<file path="src/rtl/sync_fifo.sv">
// Single-clock first-word-fall-through FIFO with almost-full flag and optional sticky
// overflow/underflow detection, enabled by defining SYNC_FIFO_ERR_EN.
module sync_fifo #(
  parameter int unsigned DATA_WIDTH   = 32,
  parameter int unsigned DEPTH_LG2    = 4,
  parameter int unsigned AFULL_MARGIN = 2
) (
  input  logic                  clk,
  input  logic                  rst,
  output logic                  A_full_o,
  output logic                  full_o,
  input  logic                  write_en_i,
  input  logic [DATA_WIDTH-1:0] write_data_i,
  output logic                  empty_o,
  input  logic                  read_en_i,
  output logic [DATA_WIDTH-1:0] read_data_o,
  output logic [DEPTH_LG2:0]    count_o,
  output logic                  overflow_o,
  output logic                  underflow_o
);

  localparam int unsigned DEPTH = 2 ** DEPTH_LG2;
  localparam int unsigned CntW  = DEPTH_LG2 + 1;

  typedef logic [DEPTH_LG2-1:0] ptr_t;
  typedef logic [CntW-1:0]      cnt_t;

  localparam cnt_t CntFull  = cnt_t'(DEPTH);
  localparam cnt_t CntAfull = cnt_t'(DEPTH - AFULL_MARGIN);

  logic [DATA_WIDTH-1:0] mem_q [DEPTH];
  ptr_t                  wptr_q, wptr_d;
  ptr_t                  rptr_q, rptr_d;
  cnt_t                  count_q, count_d;
  logic                  push, pop;

  // Flags decode only registered state, so they never glitch on input activity.
  assign empty_o  = (count_q == '0);
  assign full_o   = (count_q == CntFull);
  assign A_full_o = (count_q >= CntAfull);
  assign count_o  = count_q;

  // A push while full is accepted only when the head is popped on the same edge.
  assign push = write_en_i & (~full_o | read_en_i);
  assign pop  = read_en_i & ~empty_o;

  assign read_data_o = empty_o ? '0 : mem_q[rptr_q];

  always_comb begin
    wptr_d  = wptr_q;
    rptr_d  = rptr_q;
    count_d = count_q;
    if (push) wptr_d = wptr_q + ptr_t'(1);
    if (pop)  rptr_d = rptr_q + ptr_t'(1);
    unique case ({push, pop})
      2'b10:   count_d = count_q + cnt_t'(1);
      2'b01:   count_d = count_q - cnt_t'(1);
      default: count_d = count_q;
    endcase
  end

  always_ff @(posedge clk) begin
    if (rst) begin
      wptr_q  <= '0;
      rptr_q  <= '0;
      count_q <= '0;
    end else begin
      wptr_q  <= wptr_d;
      rptr_q  <= rptr_d;
      count_q <= count_d;
    end
  end

  // Storage carries no reset; stale entries are unreachable once the pointers clear.
  always_ff @(posedge clk) begin
    if (push && !rst) begin
      mem_q[wptr_q] <= write_data_i;
    end
  end

`ifdef SYNC_FIFO_ERR_EN
  logic overflow_q, overflow_d;
  logic underflow_q, underflow_d;

  always_comb begin
    overflow_d  = overflow_q | (write_en_i & full_o & ~read_en_i);
    underflow_d = underflow_q | (read_en_i & empty_o);
  end

  always_ff @(posedge clk) begin
    if (rst) begin
      overflow_q  <= 1'b0;
      underflow_q <= 1'b0;
    end else begin
      overflow_q  <= overflow_d;
      underflow_q <= underflow_d;
    end
  end

  assign overflow_o  = overflow_q;
  assign underflow_o = underflow_q;
`else
  assign overflow_o  = 1'b0;
  assign underflow_o = 1'b0;
`endif

endmodule

</file>
<file path="config.mk">
export PLATFORM = sky130hd
export DESIGN_NAME = sync_fifo
export DESIGN_NICKNAME = d
export VERILOG_FILES = /design/src/rtl/sync_fifo.sv
export SDC_FILE = /design/constraint.sdc
export NUM_CORES = 1
export LEC_CHECK = 0
export CAP_MARGIN = 15
export CORE_UTILIZATION = 25
export DETAILED_ROUTE_END_ITERATION = 8
export GPL_ROUTABILITY_DRIVEN = 0
export HOLD_SLACK_MARGIN = 0.02
export PLACE_DENSITY_LB_ADDON = 0.05
export SLEW_MARGIN = 10
export SYNTH_ARGS = -nofsm -noshare
export SYNTH_HDL_FRONTEND = slang
export SYNTH_SLANG_ARGS = --single-unit
export TNS_END_PERCENT = 1
</file>
<file path="constraint.sdc">
create_clock -name clk -period 3.7 [get_ports clk]
set_input_delay 0.74 -clock clk [delete_from_list [all_inputs] [get_ports clk]]
set_output_delay 0.74 -clock clk [all_outputs]
set_load 0.005 [all_outputs]
</file>
==> summary.md <==
| Metric | Value |
|---|---|
| Clock edge transition at the registers on the reported setup and hold paths | 0.06 ns |
| DRC | 0 |
| GRT Util Overall | 14.08% |
| Root Driver | sky130_fd_sc_hd__clkbuf_16 |
| Relative slew margins | 54.85% |
| Worst-case vdd ir drop | 0.0006500 V |
| Number of primary I/O pins | 78 |
| Clock tree from TritonCTS | yes |
| Maximum number of pins on one net before global-route repair | 49 |
| Floorplan row count | 104 |
| Most frequent cells in the layout | sky130_fd_sc_hd__edfxtp_1 (512), sky130_fd_sc_hd__mux4_2 (128), sky130_fd_sc_hd__o211ai_1 (98), sky130_fd_sc_hd__clkdlybuf4s50_1 (74), sky130_fd_sc_hd__clkbuf_16 (64) |
| Post-Synthesis Mean Instance Area | 21.78 um^2 |
| Data arrival, critical path | 2.85 ns |
| Antenna violations before repair | 3 |
| Number of hold buffers added after cts | 0 |
| Crit. Startpoint | count_o[0]$_SDFFE_PP0P_ |
| Slew @ Worst Pin | 0.6773 ns |
| Startpoint type of the worst setup path | flop |
| Initial Utilization | 25.44% |
| Cell family with most CP delay | simple AND/OR/NAND/NOR gates |
| Maximum count of clock buffers along a single path | 3 |
| Post-Synth Simple-Gate Area | 1.359% |
| Die footprint | 83650 um^2 |
| Width of the die | 289.2 um |
| Vias post-DR | 9947 |
| Dominant cell type by area after synthesis | sky130_fd_sc_hd__edfxtp_1 |
| Total leakage power | 7.517 nW |
| Number of setup violations in the final report | 0 |
| Final Cycle Share | 97.10% |
| Category of the most critical setup path | reg2out |
| Post-synthesis compound-gate area fraction | 3.961% |
| Post-Synth Adder-Cell Area | 0.6430% |
| Worst-path cell with the longest stage delay | sky130_fd_sc_hd__or4_4 |
| Via density | 4.557 |
| Largest incremental delay on the critical path | 0.61 ns |
| Ordered list of cells on the worst path | or4_4, nor2_4, or2_4, buf_12, o211ai_1, clkdlybuf4s50_1 |
| Buffers on Ports | 75 |
| Startpoint of the lowest-slack hold path | rptr_q[0]$_SDFFE_PP0P_ |
| Clk_lat worst skew | 0.62 ns |
| Height of the die | 289.2 um |
| Half-perimeter wire length after placement | 30.33 mm |
| Type of the worst min-delay path | reg2reg |
| Total negative setup slack | 0 ns |
| Sinks on Clock Net | 529 |
| Critical Path Fanout Max | 12 |
| Post-route setup slack | 0.1075 ns |
| Share of the synthesized area in the top cell type | 74.55% |
| Antenna Nets Post-Route | 0 |
| Setup repair after global routing missed its margin | yes |
| Number of violations of the max-capacitance limit | 0 |
| Post-layout nets | 1119 |
| DRC marker count from the first detailed-route iteration | 518 |
| Count of mapped cells out of synthesis | 947 |
| First-pass GRT wire length | 82.43 mm |
| Multiplexer area fraction after synthesis | 15.68% |
| Kind of end point of the critical path | output pin |
| Main flop type after synthesis | sky130_fd_sc_hd__edfxtp_1 |
| Synthesis warning total | 0 |
| Count of final max-slew check failures | 0 |
| Number of CTS-inserted buffers | 61 |
| Xor and xnor area share after synthesis | 0.3397% |
| Result of the run | completed |
| Sum of buffers and inverters on the critical path | 2 |
| Placement Setup Slack | 0.4597 ns |
| Leading cell types by total area after synthesis | sky130_fd_sc_hd__edfxtp_1 (75%), sky130_fd_sc_hd__mux4_2 (14%), sky130_fd_sc_hd__o211ai_1 (3.6%) |
| Reg-to-reg critical path startpoint | count_o[0]$_SDFFE_PP0P_ |
| Share of layout cells above drive strength 1 | 25.94% |
| Post-synth EDFFs | 512 |
| Main combinational cell family by area after synthesis | multiplexers |
| Final-report hold violation count | 0 |
| Router iterations before antenna repair | 4 |
| Routed wire per std cell | 26.91 um |
| Number of global-route vias before repair | 10690 |
| GRT Residual Overflow | 0 |
| Cell area after synthesis | 20620 um^2 |
| Core ar. | 81070 um^2 |
| Async set or reset register ratio after synthesis | 0% |
| # H-tree levels | 2 |
| Area of the multi-input gates | 4657 um^2 |
| Filler Cell Count | 7762 |
| Worst clock skew | 0.01472 ns |
| Wire length after detailed routing | 58.75 mm |
| Maximum achievable frequency | 0.2784 GHz |
| Shortest period the worst path allows | 3.593 ns |
| WP data required | 2.96 ns |
| Synthesis-to-layout area growth | 22.42% |
| Count of different cell masters after synthesis | 37 |
| Register bit total from synthesis | 529 |
| Sequential cell area in the final layout | 15740 um^2 |
| Most common library cell in the layout ignoring fill and taps | sky130_fd_sc_hd__edfxtp_1 |
| Power per standard cell area | 637.8 nW/um^2 |
| Share of synthesized area occupied by flip-flops and latches | 76.20% |
| Flop-to-flop setup slack | 0.87 ns |
-- layer usage --
metal,part of all wire (%),vias up,GRT usage [%]
met1,45,5386,18.85
met4,1.9,6,3.526
met3,3.7,86,2.228
li1,-,4281,-
met2,50,188,23.78
met5,0.077,-,0
-- synthesized netlist by cell type, types with 2 or more instances --
| cell | n |
|---|---|
| sky130_fd_sc_hd__a21o_1 | 2 |
| sky130_fd_sc_hd__a21oi_1 | 6 |
| sky130_fd_sc_hd__and2_1 | 2 |
| sky130_fd_sc_hd__and3_1 | 5 |
| sky130_fd_sc_hd__buf_1 | 4 |
| sky130_fd_sc_hd__buf_2 | 25 |
| sky130_fd_sc_hd__buf_4 | 5 |
| sky130_fd_sc_hd__buf_6 | 8 |
| sky130_fd_sc_hd__clkbuf_1 | 23 |
| sky130_fd_sc_hd__dfxtp_1 | 17 |
| sky130_fd_sc_hd__edfxtp_1 | 512 |
| sky130_fd_sc_hd__ha_1 | 9 |
| sky130_fd_sc_hd__inv_1 | 5 |
| sky130_fd_sc_hd__mux2i_1 | 35 |
| sky130_fd_sc_hd__mux4_2 | 128 |
| sky130_fd_sc_hd__nand2_1 | 6 |
| sky130_fd_sc_hd__nor2_1 | 27 |
| sky130_fd_sc_hd__nor2b_1 | 3 |
| sky130_fd_sc_hd__nor4_1 | 2 |
| sky130_fd_sc_hd__o211ai_1 | 98 |
| sky130_fd_sc_hd__or3_1 | 2 |
| sky130_fd_sc_hd__or4_1 | 2 |
| sky130_fd_sc_hd__xnor2_1 | 3 |
| sky130_fd_sc_hd__xor2_1 | 5 |
-- per-stage QoR --
| stage | hold WS, ns | total power (W) | util, % | instance area (um^2) | cells |
|---|---|---|---|---|---|
| 4_1_cts | 0.5635 | 0.01633 | 31.09 | 25210 | 2181 |
| 6_report | 0.5635 | 0.01610 | 31.14 | 25250 | 2183 |
| 3_5_place_dp | 0.5437 | 0.01024 | 28.63 | 23210 | 2068 |
| 5_1_grt | 0.6014 | 0.01679 | 31.14 | 25250 | 2182 |
| 2_1_floorplan | 0.4847 | 0.008663 | - | 20630 | 948 |
| 3_3_place_gp | 0.5550 | 0.01027 | 28.63 | 23210 | 2068 |
-- layout make-up --
type / instances / share of cell area, %
sequential: 529 / 62.32
multi-input combinational: 349 / 18.44
clock buffer: 79 / 6.482
timing repair buffer: 127 / 6.110
tap: 1060 / 5.253
clock inverter: 33 / 1.303
inverter: 5 / 0.07433
antenna: 1 / 0.009911
-- power by group --
group	internal [W]	switching (W)	total [W]
combinational	0.00151	0.00185	0.00336
sequential	0.00667	0.0000851	0.00676
clock	0.00357	0.00241	0.00598
-- state kept, by name, indices dropped and copies added (netlist names), named ones only --
signal,cells
mem_q,512
count_o,5
rptr_q,4
wptr_q,4
-- cell families after synthesis --
| logic type | count (synthesis) |
|---|---|
| other | 1 |
| and+or+nand+nor | 56 |
| DFF | 529 |
| buffers and inverters | 70 |
| AOI/OAI and AO/OA | 110 |
| xor gates and xnor gates | 8 |
| adders and majority gates | 10 |
| muxes | 163 |
-- repair_timing --
| item | CTS | global route |
|---|---|---|
| setup buffers | 1 | 0 |
| pin swaps | 1 | 2 |
| endpoints found under the setup margin | 10 | 4 |
| gates cloned | 0 | 1 |
| resized for setup | 4 | 4 |
-- tightest hold or removal path, delay by kind of cell (launching register included) --
| kind | cells | cell delay, ns |
|---|---|---|
| simple gates | 1 | 0.07 |
| xor+xnor | 1 | 0.09 |
| flops | 1 | 0.36 |
-- path summary, 6_finish.rpt --
| check | depth (start not counted) | endpoint |
|---|---|---|
| worst max-delay path | 6 | read_data_o[2] |
| worst min-delay path | 2 | rptr_q[0]$_SDFFE_PP0P_ |
| worst max register to register | 9 | count_o[4]$_SDFFE_PP0P_ |
| worst min register to register | 2 | rptr_q[0]$_SDFFE_PP0P_ |
(Power assumes the default switching activity.)
